[config.mk]
export PLATFORM = sky130hd
export DESIGN_NAME = button_debouncer_flat
export DESIGN_NICKNAME = d
export VERILOG_FILES = /design/src/rtl/button_debouncer_pkg.sv /design/src/rtl/button_debouncer_if.sv /design/src/rtl/button_debouncer_debounce_channel.sv /design/src/rtl/button_debouncer.sv /design/src/flat_wrapper.sv
export SDC_FILE = /design/constraint.sdc
export NUM_CORES = 1
export LEC_CHECK = 0
export ABC_AREA = 1
export CAP_MARGIN = 20
export CORE_MARGIN = 1.5
export CORE_UTILIZATION = 40
export CTS_CLUSTER_SIZE = 8
export DETAILED_ROUTE_END_ITERATION = 12
export PLACE_DENSITY_LB_ADDON = 0.08
export SETUP_SLACK_MARGIN = 0.2
export SLEW_MARGIN = 20
export SYNTH_ARGS = -nofsm -noshare
export SYNTH_HDL_FRONTEND = slang
export SYNTH_HIERARCHICAL = 1
export SYNTH_SLANG_ARGS = --single-unit
[constraint.sdc]
create_clock -name clk -period 1.3 [get_ports clk]
set_input_delay 0.39 -clock clk [delete_from_list [all_inputs] [get_ports clk]]
set_output_delay 0.39 -clock clk [all_outputs]
set_load 0.01 [all_outputs]
[src/rtl/button_debouncer_pkg.sv]
// Shared constants for the push-button debouncer: default channel count,
// debounce window and synchroniser depth.
package button_debouncer_pkg;

    localparam int DEFAULT_NUM_BUTTONS     = 2;
    localparam int DEFAULT_DEBOUNCE_CYCLES = 500000;  // 10 ms at 50 MHz
    localparam int DEFAULT_SYNC_STAGES     = 2;

    // Counter must hold DEBOUNCE_CYCLES-1 without wrapping.
    function automatic int debounce_cnt_w(input int cycles);
        return $clog2(cycles + 1);
    endfunction

endpackage

[src/rtl/button_debouncer_if.sv]
// Button bus between the board pins / consumers (master) and the debouncer (slave).
interface button_debouncer_if #(
    parameter int NUM_BUTTONS = 2
);

    logic [NUM_BUTTONS-1:0] btn_raw;
    logic [NUM_BUTTONS-1:0] btn_level;
    logic [NUM_BUTTONS-1:0] btn_press;
    logic [NUM_BUTTONS-1:0] btn_release;

    modport master (
        output btn_raw,
        input  btn_level,
        input  btn_press,
        input  btn_release
    );

    modport slave (
        input  btn_raw,
        output btn_level,
        output btn_press,
        output btn_release
    );

endinterface

[src/rtl/button_debouncer_debounce_channel.sv]
// One button channel: synchroniser chain, stability counter, and registered
// debounced level with one-cycle press/release pulses.
module debounce_channel
    import button_debouncer_pkg::*;
#(
    parameter int DEBOUNCE_CYCLES = DEFAULT_DEBOUNCE_CYCLES,
    parameter int SYNC_STAGES     = DEFAULT_SYNC_STAGES
) (
    input  logic clk,
    input  logic rst_n,
    input  logic btn_in,
    output logic btn_level,
    output logic btn_press,
    output logic btn_release
);

    localparam int                CNT_W    = debounce_cnt_w(DEBOUNCE_CYCLES);
    localparam logic [CNT_W-1:0] CNT_LAST = CNT_W'(DEBOUNCE_CYCLES - 1);

    logic [SYNC_STAGES-1:0] sync_p0;
    logic                   sync_s;
    logic [CNT_W-1:0]       cnt_p1;
    logic                   level_p1;
    logic                   press_p1;
    logic                   release_p1;

    // Stage 0: metastability chain into the clock domain
    always_ff @(posedge clk or negedge rst_n) begin
        if (!rst_n) begin
            sync_p0 <= '0;
        end else begin
            sync_p0 <= {sync_p0[SYNC_STAGES-2:0], btn_in};
        end
    end

    assign sync_s = sync_p0[SYNC_STAGES-1];

    // Stage 1: stability counter; any agreement with the accepted level restarts the window
    always_ff @(posedge clk or negedge rst_n) begin
        if (!rst_n) begin
            cnt_p1     <= '0;
            level_p1   <= 1'b0;
            press_p1   <= 1'b0;
            release_p1 <= 1'b0;
        end else begin
            press_p1   <= 1'b0;
            release_p1 <= 1'b0;
            if (sync_s == level_p1) begin
                cnt_p1 <= '0;
            end else if (cnt_p1 == CNT_LAST) begin
                cnt_p1     <= '0;
                level_p1   <= sync_s;
                press_p1   <= sync_s;
                release_p1 <= ~sync_s;
            end else begin
                cnt_p1 <= cnt_p1 + CNT_W'(1);
            end
        end
    end

    assign btn_level   = level_p1;
    assign btn_press   = press_p1;
    assign btn_release = release_p1;

endmodule

[src/rtl/button_debouncer.sv]
// Debouncer top: optional pin inversion, then one independent debounce
// channel per button, outputs assembled onto the button bus.
module button_debouncer
    import button_debouncer_pkg::*;
#(
    parameter int NUM_BUTTONS     = DEFAULT_NUM_BUTTONS,
    parameter int DEBOUNCE_CYCLES = DEFAULT_DEBOUNCE_CYCLES,
    parameter int SYNC_STAGES     = DEFAULT_SYNC_STAGES,
    parameter int ACTIVE_LOW_IN   = 0
) (
    input  logic                clk,
    input  logic                rst_n,
    button_debouncer_if.slave   btn
);

    logic [NUM_BUTTONS-1:0] btn_cond;
    logic [NUM_BUTTONS-1:0] level_bus;
    logic [NUM_BUTTONS-1:0] press_bus;
    logic [NUM_BUTTONS-1:0] release_bus;

    // Normalise so that 1 always means pressed from here on.
    assign btn_cond = (ACTIVE_LOW_IN != 0) ? ~btn.btn_raw : btn.btn_raw;

    for (genvar i = 0; i < NUM_BUTTONS; i++) begin : g_ch
        debounce_channel #(
            .DEBOUNCE_CYCLES (DEBOUNCE_CYCLES),
            .SYNC_STAGES     (SYNC_STAGES)
        ) u_ch (
            .clk         (clk),
            .rst_n       (rst_n),
            .btn_in      (btn_cond[i]),
            .btn_level   (level_bus[i]),
            .btn_press   (press_bus[i]),
            .btn_release (release_bus[i])
        );
    end

    assign btn.btn_level   = level_bus;
    assign btn.btn_press   = press_bus;
    assign btn.btn_release = release_bus;

endmodule

[src/flat_wrapper.sv]
// flat-port wrapper written by rule: the top's interface ports become plain ports
module button_debouncer_flat import button_debouncer_pkg::*;
#(
    parameter int NUM_BUTTONS     = DEFAULT_NUM_BUTTONS,
    parameter int DEBOUNCE_CYCLES = DEFAULT_DEBOUNCE_CYCLES,
    parameter int SYNC_STAGES     = DEFAULT_SYNC_STAGES,
    parameter int ACTIVE_LOW_IN   = 0
)
  (clk, rst_n, btn_btn_raw, btn_btn_level, btn_btn_press, btn_btn_release);
  button_debouncer_if #(.NUM_BUTTONS(NUM_BUTTONS)) btn_i ();
  input  logic clk;
  input  logic rst_n;
  input wire logic [$bits(btn_i.btn_raw)-1:0] btn_btn_raw;
  output wire logic [$bits(btn_i.btn_level)-1:0] btn_btn_level;
  output wire logic [$bits(btn_i.btn_press)-1:0] btn_btn_press;
  output wire logic [$bits(btn_i.btn_release)-1:0] btn_btn_release;
  assign btn_i.btn_raw = btn_btn_raw;
  assign btn_btn_level = btn_i.btn_level;
  assign btn_btn_press = btn_i.btn_press;
  assign btn_btn_release = btn_i.btn_release;
  button_debouncer #(.NUM_BUTTONS(NUM_BUTTONS), .DEBOUNCE_CYCLES(DEBOUNCE_CYCLES), .SYNC_STAGES(SYNC_STAGES), .ACTIVE_LOW_IN(ACTIVE_LOW_IN)) u_core (.clk(clk), .rst_n(rst_n), .btn(btn_i));
endmodule
# Word level (Yosys, flattened, before mapping)
# Cells that the tools add are included.
[op_classes]
bitwise_logic = 4
muxes = 12
n_reduce_logical = 2
add_sub_neg = 2
eq_ne = 4
[ops]
columns = ["op", "n"]
rows = [
  ["2-to-1 mux 19 bit", 4],
  ["adder 19 x 1 -> 19 bit, second input constant", 2],
  ["equality test 19 bit, second input constant", 2],
  ["2-to-1 mux 1 bit", 8],
  ["inverter 1 bit", 4],
  ["AND reduction 2 bit", 2],
  ["equality test 1 bit", 2],
]
[totals]
inputBits = 4
ff_bits = 48
out_inout_bits = 6
elab_cells = 34

# Logic depth before layout (Yosys ltp)
[depth]
word_depth = 3
ltp_mapped = 8
mapped_depth_nobuf = 8

# Hierarchy
# Netlist, hierarchy kept.
[by_module_without_submodules]
columns = ["module", "cells_each", "n_inst", "area_each_um2", "seq_area_each_um2"]
rows = [
  ["debounce_channel", 154, 2, 1249.9, 600.6],
]

# Worst setup path before layout
# Ideal clock, no wire load.
[synth_timing]
kind = "register -> register"
from = "register u_core.g_ch[0].u_ch.cnt_p1[0]"
to = "register u_core.g_ch[0].u_ch.cnt_p1[18]"
synth_period_minus_slack_ns = 1.280
stages_incl_launch_ff = 9
t_required_ns = 1.181
n_path_buf = 0
t_arrival_ns = 1.161
setup_time_ns = 0.119
slack_ns = 0.020
path_cell_list = "dfrtp_1 -> ha_1 -> nand2_1 -> nor2_2 -> nand2_1 -> nor2_1 -> nand3_1 -> nand3_1 -> nor2_1"
[synth_between]
elab_chain_len = 3
elab_cells_between_ends = 4
cone_classes = "add/sub: 1; eq/ne: 1; mux: 2"
[synth_lines]
columns = ["element", "line", "rtl"]
rows = [
  ["from (decl)", "button_debouncer_debounce_channel.sv:22", "logic [CNT_W-1:0] cnt_p1;"],
  ["from (signal assigned)", "button_debouncer_debounce_channel.sv:56", "cnt_p1 <= cnt_p1 + CNT_W'(1);"],
  ["adder 19 x 1 -> 19 bit or equality test 19 bit (tied branches)", "button_debouncer_debounce_channel.sv:56, button_debouncer_debounce_channel.sv:50", ""],
  ["2-to-1 mux 19 bit (*)", "button_debouncer_debounce_channel.sv:50", "end else if (cnt_p1 == CNT_LAST) begin"],
  ["2-to-1 mux 19 bit (*)", "button_debouncer_debounce_channel.sv:48", "if (sync_s == level_p1) begin"],
]
# Every way passes the cells marked *; elsewhere a longest branch is shown, timed or not.
# A chain may end at the register's enable or synchronous reset.

# Worst setup path after layout
[layout_timing]
from = "register u_core.g_ch[0].u_ch.cnt_p1[11]"
to = "register u_core.g_ch[0].u_ch.cnt_p1[15]"
# Same word-level chain as after synthesis.

==> summary.md <==
| Metric | Value |
|---|---|
| Final setup vio count | 24 |
| Worst Path Max Fanout | 5 |
| Sequential area share after synthesis | 0.4805 |
| Crit. End Element | register |
| Largest cells by area after synthesis | dfrtp_1 (48%), nor2_1 (10%), nand2_1 (7.5%), inv_1 (5.1%), nand3_1 (4.8%) |
| RSZ-0062 raised after global routing | true |
| Hold Vio Cnt, Final | 0 |
| Post-synth cell types | 22 |
| Vias in the first global route | between 2k and 2.5k |
| WP data required | 1.51 ns |
| VDD IR max | about 410 uV |
| Fin. max-slew vios | 0 |
| Max Used Layer | met4 |
| Worst Tran Pin Value | 0.2693 ns |
| Failing checks | negative setup slack |
| Met1 WL | between 2000 and 3000 um |
| Post-route setup slack | -0.1280 ns |
| WL met2 | 2948 um |
| Slew margin rel. | 0.8205 |
| Fin cells | 450 |
| RR Endpoint | u_core/g_ch[0].u_ch/cnt_p1[15] |
| Status | complete, but fails checks |
| Hold Path Class | input port to asynchronous set/reset pin |
| Remaining routing DRC violations | 0 |
| Synth Warn # | 6 |
| Antenna cell count | 0 |
| CTS Buf Count | 5 |
| Worst-skew pair later-pin latency | around 0.31 ns |
| CTS Root Cell | clkbuf_8 |
| Clock skew | 0.008144 ns |
| CTS tree | yes |
| CP max stage delay | between 0.4 and 0.5 ns |
| Power per Cell Area | 774.2 nW/um2 |
| Total Power | around 2.9 mW |
| Most frequent cells in the layout | nor2_1 (43), dfrtp_1 (41), nand2_1 (37) |
| Routed WL | 6265 um |
| Number of max-cap violations | 0 |
| Met3 WL | between 200 and 250 um |
| Starting Density | 0.4173 |
| DR WL/cell | approximately 14 um |
| FP Rows | 28 |
| Commonest non-fill, non-tap cell in the layout | nor2_1 |
| GRT Total Usage | 0.1906 |
| Register bit total from synthesis | between 40 and 50 |
| Clk sink count | between 40 and 50 |
| Post-Syn Area | approximately 2500 um2 |
| 1st-iter DRT viols | ~120 |
| Cts hold-fix bufs | 0 |
| Final nets | between 300 and 400 |
| P&R area growth vs syn | 47.75% |
| Die width | 82.06 um |
| Initial antenna violation count | 0 |
| GP Congestion | 0.7884 |
| Port Buffer Count | 9 |
| Dpl hpwl | around 3700 um |
| H-tree Lvls | 2 |
| Critical Path, Cell by Cell | nor2_1, nand2_1, nor2_4, buf_12, nand3_4, nand3_1, nor2_1 |
| Max Clk Rate | 700.3 MHz |
| Mean area per synthesized cell | 8.117 um2 |
| Post-synth top area share | 0.4805 |
| Leak pwr | approximately 1.6 nW |
| CP Buf/Inv Count | 1 |
| Die area | 6733 um2 |
| Crit path launch | u_core/g_ch[0].u_ch/cnt_p1[11] |
| CORE AREA | around 6000 um2 |
| Clk slew on worst S/H paths | about 0.090 ns |
| Worst R2R Setup Slack | -0.13 ns |
| Setup_tns | -1.109 ns |
| DRT antenna net count | 0 |
| Clk buf depth | 2 |
| First-pass GRT wire length | 9577 um |
| Placed cells | between 400 and 500 |
| Crit share post-route | 1.098 |
| Data arrival time of the worst path | 1.63 ns |
| Post-layout min period | around 1.4 ns |
| Vias per inst | between 4 and 5 |
| Ports | 10 |
| Drt pass-1 iters | 4 |
| CP max-delay cell | dfrtp_1 |
| Critical R2R Launch | u_core/g_ch[0].u_ch/cnt_p1[11] |
| Post-synth net total | 314 |
| Fraction of final layout cells sized beyond drive strength 1 | 0.4560 |
| Grt total ovfl | 0 |
| Crit-path leading delay family | simple AND/OR/NAND/NOR gates |
| CP Class | register to register |
| Crit start category | register |
| Vias | approximately 2.2k |
| Die Y | 82.06 um |
| R2R depth | 7 |
| Post-Syn Instances | just over 300 |
| Yosys top cell by area | dfrtp_1 |
| Crit path top cell by count | nor2_1 |
| Largest net degree at the start of global routing | 49 |
[report_power, final]
part | internal [mW] | leakage, nW | switching [mW]
Clock | 0.580 | 0.0548 | 0.555
Sequential | 1.51 | 0.645 | 0.0262
Combinational | 0.0786 | 0.912 | 0.106
[cell type report]
class,count,area (um2)
Inverter,40,157.7
Clock buffer,5,68.82
Timing Repair Buffer,57,514.2
Clock inverter,3,46.29
Tap cell,75,93.84
Sequential cell,48,1210
Fill cell,500,2297
Multi-Input combinational cell,222,1603
[synth_stat cells]
library cell,instances
ha_1,2
a21oi_1,6
o21ai_1,6
nor2_4,6
nand2_1,50
nand4_1,4
nand2_2,4
nand3_1,24
dfrtp_1,48
nor3_1,8
inv_1,34
nor2_1,68
nand2_4,2
inv_2,6
nor3b_1,2
xnor2_1,6
nor2_2,12
xor2_1,12
nor3b_2,2
o21ai_0,2
nand3_2,2
a21oi_2,2
[kinds of logic (layout without fill, tap and decap cells)]
logic type,count (synthesis),after routing,share of synthesized area
simple gates,184,186,0.3513
flops,48,48,0.4805
buf+inv,40,105,0.06006
xor+xnor,18,18,0.06306
compound gates,16,16,0.03504
fa+ha+maj,2,2,0.01001
[per-layer routing]
metal,GRT usage,vias up
li1,-,1094
met1,0.2633,1069
met2,0.3025,50
met3,0.04444,15
met4,0.04237,0
met5,0,-
[per-stage QoR]
stage	setup WS (ns)	utilization	hold slack, ns	area [um2]
finish	-0.1280	0.6165	0.05175	3694
global route	-0.1858	0.6165	0.06790	3694
CTS	-0.01628	0.5568	0.05536	3336
detailed placement	-0.06334	0.4822	0.3379	2889
global placement	-0.06629	0.4822	0.3430	2889
floorplan	0.07541	-	0.09441	2550
[worst register-to-register path, delay by kind of cell, from the launching register on]
kind | cells | cell delay, ns
buffers and inverters | 1 | 0.12
flip-flops | 1 | 0.45
AND/OR/NAND/NOR | 6 | 0.76
[worst max-delay path by stage]
stage	slack [ns]	depth (start not counted)	end
6_report	-0.13	7	u_core/g_ch[0].u_ch/cnt_p1[15]
4_1_cts	-0.02	7	u_core/g_ch[0].u_ch/cnt_p1[17]
3_5_place_dp	-0.06	6	u_core/g_ch[0].u_ch/cnt_p1[5]
3_3_place_gp	-0.07	6	u_core/g_ch[0].u_ch/cnt_p1[5]
2_1_floorplan	0.08	8	u_core/g_ch[0].u_ch/cnt_p1[18]
5_1_grt	-0.19	7	u_core/g_ch[0].u_ch/cnt_p1[15]
[registers in the layout (all words and copies together) (netlist names)]
signal and count:
u_core/g_ch.u_ch/btn_press 2, u_core/g_ch.u_ch/cnt_p1 38, u_core/g_ch.u_ch/sync_p0 4, u_core/g_ch.u_ch/btn_level 2, u_core/g_ch.u_ch/btn_release 2
[timing repair]
item                                    CTS  global route
endpoints found under the setup margin   50            50
pin swaps                                25            23
resized for setup                        81            52
buffers inserted                         14            16
gates cloned                              2             0
No activity file was read; power rests on OpenSTA's default activity.
==> variant 1 (same flow settings) <==
Set the package constant `DEFAULT_DEBOUNCE_CYCLES` to 125000 (it was 500000).
--- a/src/rtl/button_debouncer_pkg.sv
+++ b/src/rtl/button_debouncer_pkg.sv
@@ -5,3 +5,3 @@
     localparam int DEFAULT_NUM_BUTTONS     = 2;
-    localparam int DEFAULT_DEBOUNCE_CYCLES = 500000;  // 10 ms at 50 MHz
+    localparam int DEFAULT_DEBOUNCE_CYCLES = 125000;  // 10 ms at 50 MHz
     localparam int DEFAULT_SYNC_STAGES     = 2;
Behaviour: no difference found for any inputs over 10 cycles, from zero or initial values and one cycle with rst_n low; that may be too few to reach the edited logic, so the function may still have changed.
==> variant 1 against the unedited design <==
  * The run still ends with negative setup slack left
  * First-iteration DRC count decreased by 37%
  * Via count is 12% lower
  * Cell area fell by 13%
  * Sequential cell count down 4
  * Count of clock-buffer cells in the layout unchanged
  * Power increased by 6.3%
  * Worst setup slack gained 0.11 ns
  * Synthesized area down 5.9%
  * Wire length shrank 15%
  * Synthesized cell count decreased by 4.5%
  * Fmax is 8.4% higher
  * Critical endpoint is now u_core/g_ch[0].u_ch/btn_level$_DFFE_PN0P_
  * Largest power group is now the clock network
==> variant 1: results (changes against the unedited design) <==
status: "finished with violations"  # unchanged
violations: "negative setup slack"  # unchanged
buffer_area_frac: 0.0784  # was 0.139
hpwl_um: 3310  # was 3740 µm
multi_input_gates: 214  # was 222
clk_share: 0.0495  # was 0.0312
grt_max_degree: 45  # was 49
worst_r2r_path_depth: 6  # was 7
gp_congestion: 0.799  # was 0.788
clockBufferDepth: 2  # unchanged
fillers: 506  # was 500
yosys-top-cells-count: "72 x nor2_1, 46 x nand2_1, 44 x dfrtp_1"  # was 68 x nor2_1, 50 x nand2_1, 48 x dfrtp_1
seqCellArea_um2: 1110  # was 1210 µm²
power.leakage_nw: 1.49  # was 1.61 nW
p_int_mw: 2.42  # was 2.17 mW
skew_ns: 0.00908  # was 0.00814 ns
regToRegSetupSlack_ns: -0.02  # was -0.13 ns
dpl.cell_count: 383  # was 410
grt_use_total: 0.178  # was 0.191
r2r-end: "u_core/g_ch[0].u_ch/btn_level$_DFFE_PN0P_"  # was u_core/g_ch[0].u_ch/cnt_p1[15]$_DFF_PN0_
synthesis.nets: 300  # was 314
whs_ns: 0.0526  # was 0.0517 ns
nNetsFinal: 339  # was 380
synth_cell_type_count: 24  # was 22
via_per_inst: 4.84  # was 4.95
final_cells: 406  # was 450
peakVddDrop_mv: 0.591  # was 0.408 mV
timing.final.ws_setup_ns: -0.0178  # was -0.128 ns
drt-total-wl_um: 5310  # was 6270 µm
cp.arrival_ns: 1.51  # was 1.63 ns
multi_input_area_um2: 1440  # was 1600 µm²
buffers_excl_clock: 32  # was 57
multi_input_area_share: 0.449  # was 0.434
yosysSeqAreaShare: 0.468  # was 0.480
synth.area.top_cells: "dfrtp_1 47%, nor2_1 11%, nand2_1 7.3%, inv_1 4.8%, xor2_1 4.5%"  # was dfrtp_1 48%, nor2_1 10%, nand2_1 7.5%, inv_1 5.1%, nand3_1 4.8%
syn2layout_area_growth_pct: 36.4  # was 47.7%
slew_headroom: 0.841  # was 0.820
placed_area_um2: 2640  # was 2890 µm²
drive_gt1_frac: 0.431  # was 0.456
grt_pass1_wl_um: 8590  # was 9580 µm
reg.largest.list: "u_core/g_ch.u_ch/cnt_p1 x34, u_core/g_ch.u_ch/sync_p0 x4"  # was u_core/g_ch.u_ch/cnt_p1 x38, u_core/g_ch.u_ch/sync_p0 x4
grt_pass1_vias: 1906  # was 2,059
seq_cell_count: 44  # was 48
critPathLaunch: "u_core/g_ch[0].u_ch/cnt_p1[3]$_DFF_PN0_"  # was u_core/g_ch[0].u_ch/cnt_p1[11]$_DFF_PN0_
setup_viol: 1  # was 24
-- variant 1: cell families after synthesis --
kind of cell               count (synthesis)  share of synthesized area
adders and majority gates                  2                     0.0106
xor gates and xnor gates                  14                     0.0521
DFF                                       44                      0.468
and+or+nand+nor                          184                      0.370
AOI/OAI and AO/OA                         12                     0.0351
buffers and inverters                     38                     0.0638
-- variant 1: what timing repair did --
action                     in CTS  in global routing
buffers inserted                7                  6
pin swaps                      19                 14
hold buffers                    0                  0
gates resized for setup        81                 32
gates cloned                    2                  0
setup endpoints to repair      46                 46
-- variant 1: metal layers --
metal	vias to the layer above	global-route usage	part of all wire
met4	0	0.0632	0.012
met2	19	0.278	0.48
li1	995	-	-
met3	6	0.0389	0.023
met5	-	0	0
met1	944	0.243	0.49
-- variant 1: power groups by stage --
| stage | Clock, mW | Combinational [mW] | Sequential (mW) |
|---|---|---|---|
| 6_report | 1.45 | 0.177 | 1.41 |
| 5_1_grt | 1.55 | 0.196 | 1.41 |
| 4_1_cts | 1.49 | 0.173 | 1.41 |
| 3_5_place_dp | 0 | 0.140 | 1.43 |
| 3_3_place_gp | 0 | 0.140 | 1.43 |
| 2_1_floorplan | 0 | 0.0667 | 1.43 |
-- variant 1: stage by stage --
stage	setup slack (ns)	total power, mW	setup TNS, ns
CTS	0.0107	3.07	0
detailed placement	-0.0279	1.57	-0.184
floorplan	0.0825	1.50	0
finish	-0.0178	3.04	-0.0178
global route	-0.102	3.16	-0.562
global placement	0.00304	1.57	0
-- variant 1: worst max-delay path, stage by stage (launching register included) --
cell	delay [ns]
dfrtp_2	0.45
nor2_1	0.17
nand3_2	0.14
nor2_4	0.19
nand2_4	0.10
nor2_1	0.12
a21oi_1	0.06
==> variant 2 (config.mk and constraints unchanged) <==
Without the edit above. Reset style: synchronous (`rst_n`), changed in 2 clocked blocks.
--- a/src/rtl/button_debouncer_debounce_channel.sv
+++ b/src/rtl/button_debouncer_debounce_channel.sv
@@ -27,3 +27,3 @@
     // Stage 0: metastability chain into the clock domain
-    always_ff @(posedge clk or negedge rst_n) begin
+    always_ff @(posedge clk) begin
         if (!rst_n) begin
@@ -38,3 +38,3 @@
     // Stage 1: stability counter; any agreement with the accepted level restarts the window
-    always_ff @(posedge clk or negedge rst_n) begin
+    always_ff @(posedge clk) begin
         if (!rst_n) begin
Behaviour: no difference found for any inputs over 10 cycles, from zero or initial values and one cycle with rst_n low; that may be too few to reach the edited logic, so the function may still have changed.
==> variant 2 against the unedited design <==
  * Count of clock-buffer cells in the layout unchanged
  * Cell area down 12%
  * Synthesized area down 4.3%
  * Non-clock buffer count down 20
  * Wire length down 16%
  * Worst setup slack better by 0.18 ns
  * Sequential cell count unchanged
  * Critical endpoint is now u_core/g_ch[0].u_ch/cnt_p1[7]$_SDFF_PP0_
  * Highest routed layer unchanged
Power is not compared: it rests on default switching activity, and its combinational part moved more than twofold at a synthesized area within 25%.
==> variant 2: results (changes against the unedited design) <==
synth_area_per_cell_um2: 6.85  # was 8.12 µm²
avgRoutedWirePerCell_um: 11.3  # was 13.9 µm
grt_max_degree: 17  # was 49
yosysSeqAreaShare: 0.402  # was 0.480
nNetsFinal: 399  # was 380
post-place-ws_ns: -0.341  # was -0.0633 ns
synthesis.nets: 355  # was 314
skew_ns: 0.0132  # was 0.00814 ns
synth.area.top_cells: "dfxtp_1 40%, nand2_1 13%, nor2_1 13%, inv_1 6.6%, nand3_1 5.4%"  # was dfrtp_1 48%, nor2_1 10%, nand2_1 7.5%, inv_1 5.1%, nand3_1 4.8%
path_max_fanout: 8  # was 5
status: "finished, final reports clean"  # was finished with violations
hold_path_class: "flip-flop to flip-flop"  # was input pin to asynchronous set/reset pin
drive_gt1_frac: 0.365  # was 0.456
dpl.cell_count: 448  # was 410
synth-async-reset-ratio: 0  # was 1.00
gp_congestion: 0.800  # was 0.788
use_met1: 0.207  # was 0.263
vias: 2151  # was 2,228
first_pass_iters: 4  # unchanged
grt_pass1_wl_um: 8780  # was 9580 µm
synth_cell_type_count: 23  # was 22
cts_buffers: 5  # unchanged
grt_pass1_vias: 2075  # was 2,059
hpwl_um: 3570  # was 3740 µm
cp.arrival_ns: 1.44  # was 1.63 ns
drt_iter0_drc: 92  # was 118
grt_use_met3: 0.0341  # was 0.0444
variant 2: routing by layer:
metal  wire (µm)  part of all wire  vias to the layer above
li1            -                 -                     1156
met1        2400              0.45                      969
met2        2660              0.51                       17
met3         112             0.021                        9
met4          98             0.019                        0
met5           0                 0                        -
variant 2: worst max-delay path, stage by stage, from the launching register on:
cell and delay (ns):
dfxtp_2 0.36, ha_4 0.15, nand3_4 0.11, nor2_2 0.17, nand3_4 0.14, nand2_4 0.15, a21oi_1 0.06
variant 2: metrics by stage:
step           TNS (ns)  power [mW]  cell area [µm²]  utilization  hold slack (ns)
2_1_floorplan         0        1.54             2450            -            0.390
3_3_place_gp     -10.03        1.56             2760        0.489            0.396
3_5_place_dp     -11.19        1.56             2760        0.489            0.401
4_1_cts               0        2.71             3000        0.532            0.424
5_1_grt         -0.0561        2.77             3240        0.575            0.455
6_report              0        2.66             3240        0.575            0.422
variant 2: final cells by class:
type / instances / area [µm²] / area share
clock buffer: 5 / 68.8 / 0.0212
multi-input combinational: 257 / 1550 / 0.478
sequential: 48 / 1000 / 0.309
tap: 72 / 90.1 / 0.0278
inverter: 44 / 173 / 0.0532
timing repair buffer: 37 / 312 / 0.0961
clock inverter: 3 / 47.5 / 0.0147
variant 2: final timing paths:
| path | from | end | slack [ns] | cells past startpoint |
|---|---|---|---|---|
| hold reg to reg | u_core/g_ch[0].u_ch/sync_p0[0]$_SDFF_PN0_ | u_core/g_ch[0].u_ch/sync_p0[1]$_SDFF_PN0_ | 0.42 | 2 |
| setup / recovery | u_core/g_ch[0].u_ch/cnt_p1[1]$_SDFF_PP0_ | u_core/g_ch[0].u_ch/cnt_p1[7]$_SDFF_PP0_ | 0.06 | 6 |
| hold / removal | u_core/g_ch[0].u_ch/sync_p0[0]$_SDFF_PN0_ | u_core/g_ch[0].u_ch/sync_p0[1]$_SDFF_PN0_ | 0.42 | 2 |
| setup reg to reg | u_core/g_ch[0].u_ch/cnt_p1[1]$_SDFF_PP0_ | u_core/g_ch[0].u_ch/cnt_p1[7]$_SDFF_PP0_ | 0.06 | 6 |
variant 2: logic make-up (layout without fill, tap and decap cells):
family                     count (synthesis)  count (layout)  share of synthesized area
and+or+nand+nor                          223             225                      0.420
adders and majority gates                  2               2                     0.0105
AOI/OAI and AO/OA                         13              13                     0.0288
buffers and inverters                     46              89                     0.0769
DFF                                       48              48                      0.402
xor gates and xnor gates                  17              17                     0.0622
variant 2: report_power, final:
group          switching, mW  internal (mW)  total (mW)
registers            0.00415           1.47        1.48
clock network          0.543          0.580        1.12
logic                 0.0358         0.0270      0.0628
variant 2: repair_timing:
item / CTS / global route
setup endpoints to repair: 50 / 50
pin swaps: 11 / 15
gates cloned: 2 / 0
resized for setup: 60 / 65
buffers inserted: 5 / 3
